`src/rtl/core_pkg.sv`:
```
// core_pkg: shared result-select encoding and register constants for the core
package core_pkg;
    typedef enum logic [1:0] {
        RES_ALU = 2'b00,
        RES_MEM = 2'b01,
        RES_PC4 = 2'b10,
        RES_RSV = 2'b11
    } result_src_t;
    localparam logic [4:0] REG_ZERO = 5'd0;
endpackage

```
`src/rtl/mem_wb_if.sv`:
```
// mem_wb_if: M-stage inputs, W-stage controls and writeback outputs of the MEM/WB stage
interface mem_wb_if #(
    parameter int DATA_WIDTH = 32,
    parameter int CNT_WIDTH  = 64
);
    logic                  ValidM;
    logic                  StallW;
    logic                  FlushW;
    logic                  RegWriteM;
    logic [1:0]            ResultSrcM;
    logic [DATA_WIDTH-1:0] ALUResultMW;
    logic [DATA_WIDTH-1:0] ReadPartDataM;
    logic [DATA_WIDTH-1:0] PCPlus4M;
    logic [4:0]            RdM;
    logic [DATA_WIDTH-1:0] ResultW;
    logic [4:0]            RdW;
    logic                  RegWriteW;
    logic                  ValidW;
    logic [CNT_WIDTH-1:0]  InstRetW;
    modport master (
        output ValidM, StallW, FlushW, RegWriteM, ResultSrcM, ALUResultMW, ReadPartDataM, PCPlus4M, RdM,
        input  ResultW, RdW, RegWriteW, ValidW, InstRetW
    );
    modport slave (
        input  ValidM, StallW, FlushW, RegWriteM, ResultSrcM, ALUResultMW, ReadPartDataM, PCPlus4M, RdM,
        output ResultW, RdW, RegWriteW, ValidW, InstRetW
    );
endinterface

```
`src/rtl/mem_wb_stage_retire_counter.sv`:
```
// retire_counter: wrapping count of instructions leaving the writeback stage
module retire_counter #(
    parameter int CNT_WIDTH = 64
) (
    input  logic                 clk,
    input  logic                 rst_n,
    input  logic                 inc,
    output logic [CNT_WIDTH-1:0] count
);
    // count one per retiring instruction, wrapping silently at all-ones
    always_ff @(posedge clk or negedge rst_n)
        if (!rst_n) count <= '0;
        else if (inc) count <= count + CNT_WIDTH'(1);
endmodule

```
`src/rtl/mem_wb_stage.sv`:
```
// mem_wb_stage: MEM/WB pipeline register with writeback result select and retire count
module mem_wb_stage
    import core_pkg::*;
#(
    parameter int DATA_WIDTH = 32,
    parameter int CNT_WIDTH  = 64
) (
    input logic   clk,
    input logic   rst_n,
    mem_wb_if.slave bus
);
    logic                  valid_w;
    logic                  regwrite_r;
    logic [4:0]            rd_w;
    result_src_t           src_w;
    logic [DATA_WIDTH-1:0] alu_w;
    logic [DATA_WIDTH-1:0] read_w;
    logic [DATA_WIDTH-1:0] pc4_w;
    logic [DATA_WIDTH-1:0] result;
    logic [CNT_WIDTH-1:0]  inst_ret;
    // W register: flush makes a bubble (data held), stall holds all, otherwise load from M
    always_ff @(posedge clk or negedge rst_n)
        if (!rst_n) begin
            valid_w    <= 1'b0;
            regwrite_r <= 1'b0;
            rd_w       <= REG_ZERO;
            src_w      <= RES_ALU;
            alu_w      <= '0;
            read_w     <= '0;
            pc4_w      <= '0;
        end else if (bus.FlushW) begin
            valid_w    <= 1'b0;
            regwrite_r <= 1'b0;
        end else if (!bus.StallW) begin
            valid_w    <= bus.ValidM;
            regwrite_r <= bus.RegWriteM & bus.ValidM;
            rd_w       <= bus.RdM;
            src_w      <= result_src_t'(bus.ResultSrcM);
            alu_w      <= bus.ALUResultMW;
            read_w     <= bus.ReadPartDataM;
            pc4_w      <= bus.PCPlus4M;
        end
    // writeback value selected purely from W registers; reserved encoding yields zero
    always_comb
        result = src_w == RES_ALU ? alu_w :
                 src_w == RES_MEM ? read_w :
                 src_w == RES_PC4 ? pc4_w : '0;
    retire_counter #(.CNT_WIDTH(CNT_WIDTH)) u_retire (
        .clk  (clk),
        .rst_n(rst_n),
        .inc  (valid_w & ~bus.StallW & ~bus.FlushW),
        .count(inst_ret)
    );
    assign bus.ResultW   = result;
    assign bus.RdW       = rd_w;
    assign bus.ValidW    = valid_w;
    assign bus.RegWriteW = regwrite_r & valid_w & (rd_w != REG_ZERO);
    assign bus.InstRetW  = inst_ret;
endmodule

```
`src/flat_wrapper.sv`:
```
// flat-port wrapper written by rule: the top's interface ports become plain ports
module mem_wb_stage_flat import core_pkg::*;
#(
    parameter int DATA_WIDTH = 32,
    parameter int CNT_WIDTH  = 64
)
  (clk, rst_n, bus_ValidM, bus_StallW, bus_FlushW, bus_RegWriteM, bus_ResultSrcM, bus_ALUResultMW, bus_ReadPartDataM, bus_PCPlus4M, bus_RdM, bus_ResultW, bus_RdW, bus_RegWriteW, bus_ValidW, bus_InstRetW);
  mem_wb_if #(.DATA_WIDTH(DATA_WIDTH), .CNT_WIDTH(CNT_WIDTH)) bus_i ();
  input logic clk;
  input logic rst_n;
  input wire logic [$bits(bus_i.ValidM)-1:0] bus_ValidM;
  input wire logic [$bits(bus_i.StallW)-1:0] bus_StallW;
  input wire logic [$bits(bus_i.FlushW)-1:0] bus_FlushW;
  input wire logic [$bits(bus_i.RegWriteM)-1:0] bus_RegWriteM;
  input wire logic [$bits(bus_i.ResultSrcM)-1:0] bus_ResultSrcM;
  input wire logic [$bits(bus_i.ALUResultMW)-1:0] bus_ALUResultMW;
  input wire logic [$bits(bus_i.ReadPartDataM)-1:0] bus_ReadPartDataM;
  input wire logic [$bits(bus_i.PCPlus4M)-1:0] bus_PCPlus4M;
  input wire logic [$bits(bus_i.RdM)-1:0] bus_RdM;
  output wire logic [$bits(bus_i.ResultW)-1:0] bus_ResultW;
  output wire logic [$bits(bus_i.RdW)-1:0] bus_RdW;
  output wire logic [$bits(bus_i.RegWriteW)-1:0] bus_RegWriteW;
  output wire logic [$bits(bus_i.ValidW)-1:0] bus_ValidW;
  output wire logic [$bits(bus_i.InstRetW)-1:0] bus_InstRetW;
  assign bus_i.ValidM = bus_ValidM;
  assign bus_i.StallW = bus_StallW;
  assign bus_i.FlushW = bus_FlushW;
  assign bus_i.RegWriteM = bus_RegWriteM;
  assign bus_i.ResultSrcM = bus_ResultSrcM;
  assign bus_i.ALUResultMW = bus_ALUResultMW;
  assign bus_i.ReadPartDataM = bus_ReadPartDataM;
  assign bus_i.PCPlus4M = bus_PCPlus4M;
  assign bus_i.RdM = bus_RdM;
  assign bus_ResultW = bus_i.ResultW;
  assign bus_RdW = bus_i.RdW;
  assign bus_RegWriteW = bus_i.RegWriteW;
  assign bus_ValidW = bus_i.ValidW;
  assign bus_InstRetW = bus_i.InstRetW;
  mem_wb_stage #(.DATA_WIDTH(DATA_WIDTH), .CNT_WIDTH(CNT_WIDTH)) u_core (.clk(clk), .rst_n(rst_n), .bus(bus_i));
endmodule
```
`config.mk`:
```
export PLATFORM = sky130hd
export DESIGN_NAME = mem_wb_stage_flat
export DESIGN_NICKNAME = d
export VERILOG_FILES = /design/src/rtl/core_pkg.sv /design/src/rtl/mem_wb_if.sv /design/src/rtl/mem_wb_stage_retire_counter.sv /design/src/rtl/mem_wb_stage.sv /design/src/flat_wrapper.sv
export SDC_FILE = /design/constraint.sdc
export NUM_CORES = 1
export LEC_CHECK = 0
export CORE_MARGIN = 2
export CORE_UTILIZATION = 35
export DETAILED_ROUTE_END_ITERATION = 10
export GPL_TIMING_DRIVEN = 0
export SLEW_MARGIN = 20
export SYNTH_ARGS = -nofsm -noshare
export SYNTH_HDL_FRONTEND = slang
export SYNTH_SLANG_ARGS = --single-unit
export TNS_END_PERCENT = 20
```
`constraint.sdc`:
```
create_clock -name clk -period 4.5 [get_ports clk]
set_clock_uncertainty 0.15 [all_clocks]
set_input_delay 0.9 -clock clk [delete_from_list [all_inputs] [get_ports clk]]
set_output_delay 0.9 -clock clk [all_outputs]
set_load 0.01 [all_outputs]
```
# Yosys cells after proc, flatten, opt, wreduce, memory -nomap -nowiden
# Index checks and enable logic that the tools add are counted.
# word_totals
reg_bits,169
output_inout_bits,103
wordCells,29
# op_classes
reduce_logical,3
n_eq_ne,3
muxes,7
bitwise_logic,7
n_addsub,1
# op_table
op,n
32-bit 2-to-1 mux,3
"64-bit by 1-bit adder with 64-bit output, second input constant",1
1-bit AND,5
5-bit nonzero test,1
1-bit 2-to-1 mux,4
"2-bit by 1-bit equality test with 1-bit output, second input constant",1
"2-bit equality test, second input constant",1
2-bit zero test,1
"2-bit by 1-bit inequality test with 1-bit output, second input constant",1
1-bit inverter,2
2-bit AND reduction,1

# Depth between registers and ports, before layout
# Gate-level depths: netlist of the first run.
# depth
word_depth,4
depth_mapped,6

# Hierarchy
# Synthesis of the first run repeated with hierarchy kept, for this count alone.
# hier_totals
hier_cells,590
area_unflattened_um2,7935.1
# by_module_without_submodules
mod,instances,cells_per_inst,area_each_um2
mem_wb_stage,1,305,4837.1
retire_counter,1,285,3098.0

# Worst setup path before layout of the first run
# No wires, ideal clock.
# synth_timing
kind,input port to flip-flop
start,in bus_StallW
end,reg u_core.u_retire.count[26]
cell_stages,5
setup_ns,0.079
path_slack_ns,1.946
t_arrival_ns,2.325
n_path_buf,0
cell_sequence,nand4bb_4 or4_4 nor3_4 and3_1 xor2_1
# synth_between
elab_chain_cells,3
# synth_lines
element,line,source
from (decl),flat_wrapper.sv:12,input wire logic [$bits(bus_i.StallW)-1:0] bus_StallW;
1-bit inverter (no line),-,
1-bit AND (2 in a row),mem_wb_stage.sv:51,".inc (valid_w & ~bus.StallW & ~bus.FlushW),"
to (signal assigned),mem_wb_stage_retire_counter.sv:13,else if (inc) count <= count + CNT_WIDTH'(1);
to (decl),mem_wb_stage_retire_counter.sv:8,output logic [CNT_WIDTH-1:0] count
# Every way passes these cells.
# A chain may end at the register's enable or synchronous reset.

# Worst setup path in the final report of the first run
# layout_timing
start,reg u_core.src_w[0]
end,out bus_ResultW[11]
# layout_between
elab_chain_cells,4
# layout_lines
element,line,source
from (decl),mem_wb_stage.sv:15,result_src_t src_w;
from (signal assigned),mem_wb_stage.sv:38,src_w <= result_src_t'(bus.ResultSrcM);
2-bit equality test,mem_wb_stage.sv:47,src_w == RES_PC4 ? pc4_w : '0;
32-bit 2-to-1 mux,mem_wb_stage.sv:47,
32-bit 2-to-1 mux,mem_wb_stage.sv:46,src_w == RES_MEM ? read_w :
32-bit 2-to-1 mux (*),mem_wb_stage.sv:45,result = src_w == RES_ALU ? alu_w :
to (decl),flat_wrapper.sv:20,output wire logic [$bits(bus_i.ResultW)-1:0] bus_ResultW;
# Every way passes the cells marked *; elsewhere a longest branch is shown, timed or not.

==> results.py, run 1 <==
metrics = {
    "worst_setup_path": {
        "timing.critical_path.buf_inv": 3,
        "cp-start-kind": "flip-flop",
        "slowest_delay_ps": 680,
        "r2r-start": "u_core.bus.ValidW",
        "crit_arrival_ps": 2740,
        "critPathSlowestCell": "buf_1",
        "r2r_setup_slack_ps": 2090,
        "endpoint_kind": "primary output",
        "r2r_cells": 5,
        "required_ps": 3450,
        "path_max_fanout": 10,
        "worst_r2r_endpoint": "u_core.u_retire.count[44]",
        "cpLargestDelayFamily": "buffers and inverters",
        "crit_chain": "clkbuf_1, buf_1, mux2i_1, o21ai_0, clkdlybuf4s50_1",
        "cp.depth": 5,
        "setup.worst_path.class": "flip-flop to primary output",
    },
    "floorplanning": {
        "num_rows": 53,
        "die_area_um2": 22800,
        "coreArea_um2": 21200,
        "dieWidth_um": 151,
        "start_util": 0.358,
        "pin_count": 212,
        "dieHeight_um": 151,
    },
    "cts": {
        "clk_path_buf_depth": 2,
        "cts_sinks": 169,
        "clock-root-buffer": "clkbuf_16",
        "cts_resized": 0,
        "cts_setup_buffers": 0,
        "tritoncts": "done",
        "cts.clk_slew.worst_paths_ps": 70,
        "numCtsBuffers": 17,
        "cts-htree-levels": 4,
        "cts_hold_buf": 0,
        "insertion_delay_ps": 420,
    },
    "grt": {
        "grt_pass1_wl_mm": 31.2,
        "grt_pass1_vias": 5860,
        "overflow": 0,
        "grtUsageTotal": 0.177,
        "grt_max_degree": 102,
        "antenna_found_initial": 0,
    },
    "pwr": {
        "intPower_mw": 2.94,
        "peakVddDrop_v": 0.000238,
        "p_sw_frac": 0.256,
        "power_mw": 3.95,
        "p_clk_frac": 0.369,
        "netSwitchingPower_mw": 1.01,
        "p_comb_frac": 0.183,
        "p_leak_nw": 4.51,
        "p_seq_frac": 0.448,
        "powerDensity_nw_per_um2": 371,
    },
    "placement": {
        "placed_area_um2": 10100,
        "pre_cts_ws_ps": 633,
        "io_buffers": 211,
        "dp_hpwl_mm": 14.7,
        "dp_cells": 1097,
        "routabilityCongestion": 0.785,
    },
    "finish": {
        "drive_above_1_share": 0.180,
        "fin_cells": 1129,
        "n_fill_cell": 1870,
        "fin_util": 0.503,
        "synthToLayoutAreaGrowth_pct": 40.6,
        "final_cell_mix": "clkdlybuf4s50_1, dfrtp_1, mux2_2, nand2_1, xnor2_1",
        "finalInstanceArea_um2": 10600,
        "nNetsFinal": 951,
        "layout_commonest_cell": "clkdlybuf4s50_1",
        "n_antenna_cell": 0,
    },
    "drt": {
        "drc_errors": 0,
        "drt-pass1-iter-count": 4,
        "wire_per_inst_um": 17.2,
        "drtIter0Drc": 131,
        "vias_per_cell": 4.88,
        "final_antenna_net_count": 0,
        "route.final.wire_length_mm": 19.4,
        "vias": 5509,
    },
    "logic_synthesis": {
        "synth_cell_type_count": 38,
        "syn_avg_cell_area_um2": 12.4,
        "yosys_register_bits": 169,
        "netlist_instances": 610,
        "synthTopCellsByArea": "dfrtp_1, mux2_2, mux2i_1",
        "ys_warn_count": 0,
        "ys.flop_type": "dfrtp_1",
        "synth.net_count": 720,
        "synth-edff-count": 0,
        "synth_async_sr_flop_share": 1.00,
        "yosysTopAreaCell": "dfrtp_1",
        "yosysTopAreaCellShare": 0.559,
        "yosysSeqAreaShare": 0.559,
        "syn_area_um2": 7570,
    },
    "sta": {
        "slew_headroom": 0.447,
        "final-setup-viol-count": 0,
        "grt_setup_unrepaired": "no",
        "min_period_ps": 3790,
        "period_share": 0.843,
        "drv_slew": 0,
        "fin_ws_ps": 708,
        "hold_violations": 0,
        "fin_setup_tns_ps": 0,
        "hold_slack_ps": 268,
        "max_freq_ghz": 0.264,
        "tightestPinTransition_ps": 830,
    },
    "hold_path": {
        "hp-class": "input port to async pin",
    },
    "job": {
        "cap_viol_max_count": 0,
    },
    "status": {
        "status": "completed",
    },
}
-- flip-flops by register name, indices dropped and copies added (netlist names) --
| signal | count |
|---|---|
| u_core.alu_w | 32 |
| u_core.pc4_w | 32 |
| u_core.read_w | 32 |
| u_core.bus.RdW | 5 |
| u_core.bus.ValidW | 1 |
| u_core.regwrite_r | 1 |
| u_core.src_w | 2 |
| u_core.u_retire.count | 64 |
-- power by group through the flow --
stage          logic (mW)  registers [mW]  clock network (mW)
2_1_floorplan       0.337            1.78                   0
3_3_place_gp        0.722            1.79                   0
3_5_place_dp        0.737            1.80                   0
4_1_cts             0.741            1.77                1.50
5_1_grt             0.790            1.79                1.57
6_report            0.724            1.77                1.46
-- synth_stat cells, types with 12 or more instances --
library cell    n
mux2i_1        32
inv_1          12
mux2_2        104
nand4_1        13
clkbuf_1       19
nand3_1        22
nand2_1        58
nor3_1         12
xor2_1         28
nor2_1         29
dfrtp_1       169
xnor2_1        35
o21ai_0        32
-- final cells by class --
type,instances,area (µm²),area share
Sequential cell,169,4230,0.397
Multi-Input combinational cell,406,3200,0.301
Timing Repair Buffer,212,2140,0.201
Clock buffer,19,443,0.0416
Tap cell,275,344,0.0323
Clock inverter,13,143,0.0134
Buffer,23,93.8,0.00882
Inverter,12,45.0,0.00423
-- logic make-up (layout without fill, tap and decap cells) --
family	count (synthesis)	in the layout	share of synthesized area
buffers and inverters	35	279	0.0183
multiplexers	136	136	0.197
flip-flops	169	169	0.559
XOR/XNOR	63	63	0.0729
AO/OA/AOI/OAI	35	35	0.0241
AND/OR/NAND/NOR	171	171	0.127
adder cells (fa/ha/maj)	1	1	0.00165
-- layer usage --
layer | global-route usage | vias up | share of wire | wire length (µm)
met5 | 0 | - | 0 | 0
met4 | 0.0561 | 0 | 0.019 | 361
met3 | 0.0642 | 28 | 0.078 | 1520
met2 | 0.293 | 176 | 0.49 | 9440
met1 | 0.217 | 2719 | 0.42 | 8100
li1 | - | 2586 | - | -
-- worst max path at each step --
stage                                     end             from
floorplan           u_core.u_retire.count[26]       bus_StallW
global placement             u_core.read_w[0]            rst_n
detailed placement          u_core.bus.RdW[3]       bus_StallW
CTS                           bus_ResultW[21]  u_core.src_w[0]
global route                   bus_ResultW[4]  u_core.src_w[0]
finish                        bus_ResultW[11]  u_core.src_w[0]
(Power assumes the default switching activity.)
==> run 2, diff against run 1 <==
==> constraint.sdc (replaced) <==
create_clock -name clk -period 3.4 [get_ports clk]
set_clock_uncertainty 0.15 [all_clocks]
set_input_delay 0.68 -clock clk [delete_from_list [all_inputs] [get_ports clk]]
set_output_delay 0.68 -clock clk [all_outputs]
set_load 0.01 [all_outputs]
==> run 2 against run 1 <==
Core utilization about the same; routed wire length about the same; cell count about the same; sequential cell count unchanged; sequential share of layout area about the same; total power increased by 32%; worst hold slack got worse by 220 ps; global-route usage unchanged; final area about the same; via count increased by 0.74%; clock-buffer cell count unchanged; first-iteration DRC count decreased by 11%; largest cell class unchanged.
==> results.py, run 2 (same netlist as run 1, synthesis figures left out) <==
metrics = {
    "sta": {
        "max_freq_ghz": 0.316,
        "slew_headroom": 0.447,
        "min_period_ps": 3170,
        "final-setup-viol-count": 0,
        "drv_slew": 0,
        "tightestPinTransition_ps": 830,
        "grt_setup_unrepaired": "no",
        "period_share": 0.932,
        "hold_violations": 0,
        "fin_ws_ps": 232,
    },
    "worst_setup_path": {
        "slowest_delay_ps": 610,
        "required_ps": 2570,
        "path_max_fanout": 10,
        "endpoint_kind": "primary output",
        "crit_arrival_ps": 2340,
        "r2r-start": "u_core.bus.ValidW",
        "critPathSlowestCell": "clkdlybuf4s50_1",
        "cp-start-kind": "flip-flop",
        "crit_start": "u_core.src_w[1]",
        "crit_chain": "nor2b_1, clkbuf_2, clkbuf_2, nand2_1, o21ai_0, clkdlybuf4s50_1",
        "cp_common_cell": "clkbuf_2",
        "setup.worst_path.class": "flip-flop to primary output",
    },
    "drt": {
        "drc_errors": 0,
        "drtIter0Drc": 116,
        "vias_per_cell": 4.92,
        "vias": 5550,
        "wire_per_inst_um": 17.2,
        "final_antenna_net_count": 0,
        "drt-pass1-iter-count": 4,
        "route.final.wire_length_mm": 19.4,
    },
    "finish": {
        "final_cell_mix": "clkdlybuf4s50_1, dfrtp_1, mux2_2, nand2_1, xnor2_1",
        "fin_cells": 1128,
        "n_antenna_cell": 0,
        "nNetsFinal": 950,
        "top_register": "u_core.u_retire.count",
        "n_fill_cell": 1863,
        "drive_above_1_share": 0.189,
        "largest_reg_flops": 64,
        "finalInstanceArea_um2": 10700,
        "layout_commonest_cell": "clkdlybuf4s50_1",
        "synthToLayoutAreaGrowth_pct": 40.7,
    },
    "floorplanning": {
        "die_area_um2": 22800,
        "coreArea_um2": 21200,
        "dieHeight_um": 151,
        "num_rows": 53,
        "dieWidth_um": 151,
        "pin_count": 212,
        "start_util": 0.358,
    },
    "status": {
        "status": "completed",
    },
    "grt": {
        "grt_pass1_wl_mm": 31.2,
        "grt_max_degree": 102,
        "grt_pass1_vias": 5863,
        "overflow": 0,
        "grtUsageTotal": 0.177,
        "antenna_found_initial": 0,
    },
    "cts": {
        "cts.clk_slew.worst_paths_ps": 70,
        "cts-htree-levels": 4,
        "numCtsBuffers": 17,
        "clock-root-buffer": "clkbuf_16",
        "insertion_delay_ps": 420,
        "cts_setup_buffers": 0,
        "clk_path_buf_depth": 2,
        "tritoncts": "done",
        "cts_sinks": 169,
    },
    "placement": {
        "dp_cells": 1097,
        "dp_hpwl_mm": 14.7,
        "pre_cts_ws_ps": -247,
        "io_buffers": 211,
        "placed_area_um2": 10100,
        "routabilityCongestion": 0.785,
    },
    "job": {
        "cap_viol_max_count": 0,
    },
    "hold_path": {
        "hp-class": "input port to async pin",
    },
    "pwr": {
        "peakVddDrop_v": 0.000315,
        "powerDensity_nw_per_um2": 491,
        "power_mw": 5.23,
        "p_leak_nw": 4.53,
    },
}
==> run 2: area by class of cell <==
cell class	instances	area [µm²]	area share
clock buffer	19	443	0.0416
buffer	22	101	0.00951
sequential	169	4230	0.397
clock inverter	13	143	0.0134
tap	275	344	0.0323
timing repair buffer	212	2140	0.201
inverter	12	45.0	0.00423
multi-input combinational	406	3200	0.301
==> run 2: path summary, 6_finish.rpt <==
check                      cells after the start                   endpoint  slack [ps]
hold reg to reg                                1  u_core.u_retire.count[63]         330
max in group asynchronous                      2           u_core.alu_w[31]        2170
setup reg to reg                               5  u_core.u_retire.count[44]         970
hold / removal                                 1  u_core.u_retire.count[26]          40
min in group clk                               1  u_core.u_retire.count[63]         330
setup / recovery                               6            bus_ResultW[22]         230
==> run 2: metrics by stage <==
step | hold WS [ps] | utilization | setup TNS, ps
3_3_place_gp | 305 | 0.474 | -897990
5_1_grt | 71.2 | 0.504 | 0
4_1_cts | 55.6 | 0.504 | 0
2_1_floorplan | 234 | - | 0
6_report | 44.8 | 0.504 | 0
3_5_place_dp | 318 | 0.476 | -6080
==> run 2: timing repair <==
action                                  in CTS  in global routing
endpoints found under the setup margin      30                 15
gates resized for setup                      7                  2
hold buffers                                 0                  0
==> run 2: critical path: cells and delay by family, from the launching register on <==
family / cells / cell delay (ps)
AO/OA/AOI/OAI: 1 / 100
buffers and inverters: 3 / 1070
flip-flops: 1 / 490
AND/OR/NAND/NOR: 2 / 250
==> run 2: power by group <==
group          internal (mW)  leakage, nW  switching [mW]
logic                  0.571         2.19           0.385
clock network           1.11        0.273           0.824
registers               2.21         2.07           0.133
total                   3.89         4.53            1.34
==> run 2: metal layers <==
layer	vias to the layer above	global-route usage	share of wire
met5	-	0	0
met4	0	0.0561	0.019
met3	28	0.0642	0.080
met2	180	0.293	0.49
met1	2756	0.217	0.41
li1	2586	-	-
==> edit, RTL diff (settings of run 2) <==
`REG_ZERO`: 5'd0 -> 5'd1.
--- a/src/rtl/core_pkg.sv
+++ b/src/rtl/core_pkg.sv
@@ -6,6 +6,6 @@
         RES_PC4 = 2'b10,
         RES_RSV = 2'b11
     } result_src_t;
-    localparam logic [4:0] REG_ZERO = 5'd0;
+    localparam logic [4:0] REG_ZERO = 5'd1;
 endpackage
 
Function: changed (a bounded check fails within 4 cycles, from zero or initial values and one cycle with rst_n low).
==> edit against run 2 <==
- total power increased by 2.1%
- final area increased by 0.47%
- count of clock-buffer cells in the layout decreased by 2
- critical path depth decreased by 1
- routed wire length increased by 6.3%
- worst setup slack got worse by 0.078 ns
- area after synthesis increased by 0.15%
- sequential cell count unchanged
- critical endpoint is now bus_ResultW[7]
- largest power group unchanged
==> edit: results (changes against run 2) <==
| Stage | Item | Reported | Delta |
|:---|:---|:---|:---|
| run status | Run status | finished clean |  |
| placement | Placed standard-cell area | 10100 µm² | +0.11% |
| cells and area | Final net count | 956 | +0.63% |
| timing | Hold Slack | 0.0947 ns | +0.0499 ns |
| synthesis | Syn Nets | 725 | +0.69% |
| drt | DR WL/cell | 18.2 µm | +5.8% |
| pwr | Leakage power of the design | 4.58 nW | +0.95% |
| placement | Worst slack at placement | -0.0611 ns | +0.185 ns |
| worst setup path | End of the worst register-to-register path | u_core.u_retire.count[48]$_DFFE_PN0P_ |  |
| grt | Global-route usage over all layers | 18.4% | +0.61 points |
| cells and area | Cell Count, Final, Fillers Out | 1134 | +0.53% |
| worst setup path | End point of the critical path | bus_ResultW[7] |  |
| worst setup path | Launch point of the worst path | u_core.src_w[0]$_DFFE_PN0P_ |  |
| drt | Number of DRC markers after the initial detailed-route iteration | 194 | +67% |
| grt | Wire length of the first global-routing pass | 32300 µm | +3.6% |
| pwr | Peak supply drop | 0.312 mV | -1.0% |
| timing | Minimum setup slack in the final design | 0.154 ns | -0.0777 ns |
| grt | Maximum number of pins on one net before global-route repair | 88 | -14% |
| worst setup path | Slowest Stage Delay on Critical Path | 0.57 ns | -0.04 ns |
| synthesis | Per-instance average area after synthesis | 12.3 µm² | -0.67% |
| placement | Final GP Congestion | 0.857 | +9.1% |
| clock tree | Clock buffers created by TritonCTS | 17 | unchanged |
| timing | Max transition margin | 50.4% | +5.7 points |
| synthesis | Ranking of synthesized cells by area | sky130_fd_sc_hd__dfrtp_1 (55%), sky130_fd_sc_hd__mux2_2 (15%), sky130_fd_sc_hd__mux2i_1 (4.2%) |  |
| placement | Detail Placement HPWL | 15000 µm | +1.7% |
| synthesis | Synth cell count leaders | sky130_fd_sc_hd__dfrtp_1 (168), sky130_fd_sc_hd__mux2_2 (104), sky130_fd_sc_hd__nand2_1 (55), sky130_fd_sc_hd__xor2_1 (34) |  |
| cells and area | Fraction of final layout cells with drive strength greater than 1 | 18.4% | -0.48 points |
| synthesis | Synth cell types | 36 | -5.3% |
| worst setup path | Critical path data arrival time | 2.42 ns | +0.08 ns |
| drt | Vias post-DR | 5579 | +0.52% |
-- edit: changes by cell type after synthesis, moves of 3 or more --
| cell | run 2 | this run |
|---|---|---|
| sky130_fd_sc_hd__clkbuf_1 | 19 | 22 |
| sky130_fd_sc_hd__nand2_1 | 58 | 55 |
| sky130_fd_sc_hd__nand4_1 | 13 | 25 |
| sky130_fd_sc_hd__nand3_1 | 22 | 15 |
| sky130_fd_sc_hd__nor4_1 | 7 | 12 |
| sky130_fd_sc_hd__and4_1 | 1 | 4 |
| sky130_fd_sc_hd__xor2_1 | 28 | 34 |
| sky130_fd_sc_hd__nor3_1 | 12 | 19 |
| sky130_fd_sc_hd__nor2_1 | 29 | 21 |
| sky130_fd_sc_hd__xnor2_1 | 35 | 29 |
-- edit: final cells by class --
type	count	area, µm²
Multi-Input combinational cell	411	3210
Clock buffer	17	425
Fill cell	1864	10500
Inverter	11	41.3
Clock inverter	15	188
Timing Repair Buffer	212	2140
Tap cell	275	344
Buffer	24	116
Sequential cell	169	4230
-- edit: per-layer routing --
layer | GRT usage, % | vias to the layer above | wire (µm)
li1 | - | 2629 | -
met1 | 23.2 | 2775 | 9100
met2 | 30.3 | 156 | 9740
met3 | 5.99 | 19 | 1600
met4 | 4.77 | 0 | 228
met5 | 0 | - | 0
-- edit: power by group --
part	internal, mW	switching (mW)	total (mW)
sequential	2.21	0.117	2.33
clock	1.17	0.854	2.03
combinational	0.576	0.410	0.985
-- edit: cells by family after synthesis --
family	after synthesis	share of synthesized area, %
adder cells (fa/ha/maj)	1	0.165
AO/OA/AOI/OAI	35	2.41
XOR/XNOR	63	7.28
AND/OR/NAND/NOR	176	12.9
multiplexers	136	19.7
buffers and inverters	35	1.83
flip-flops	169	55.8
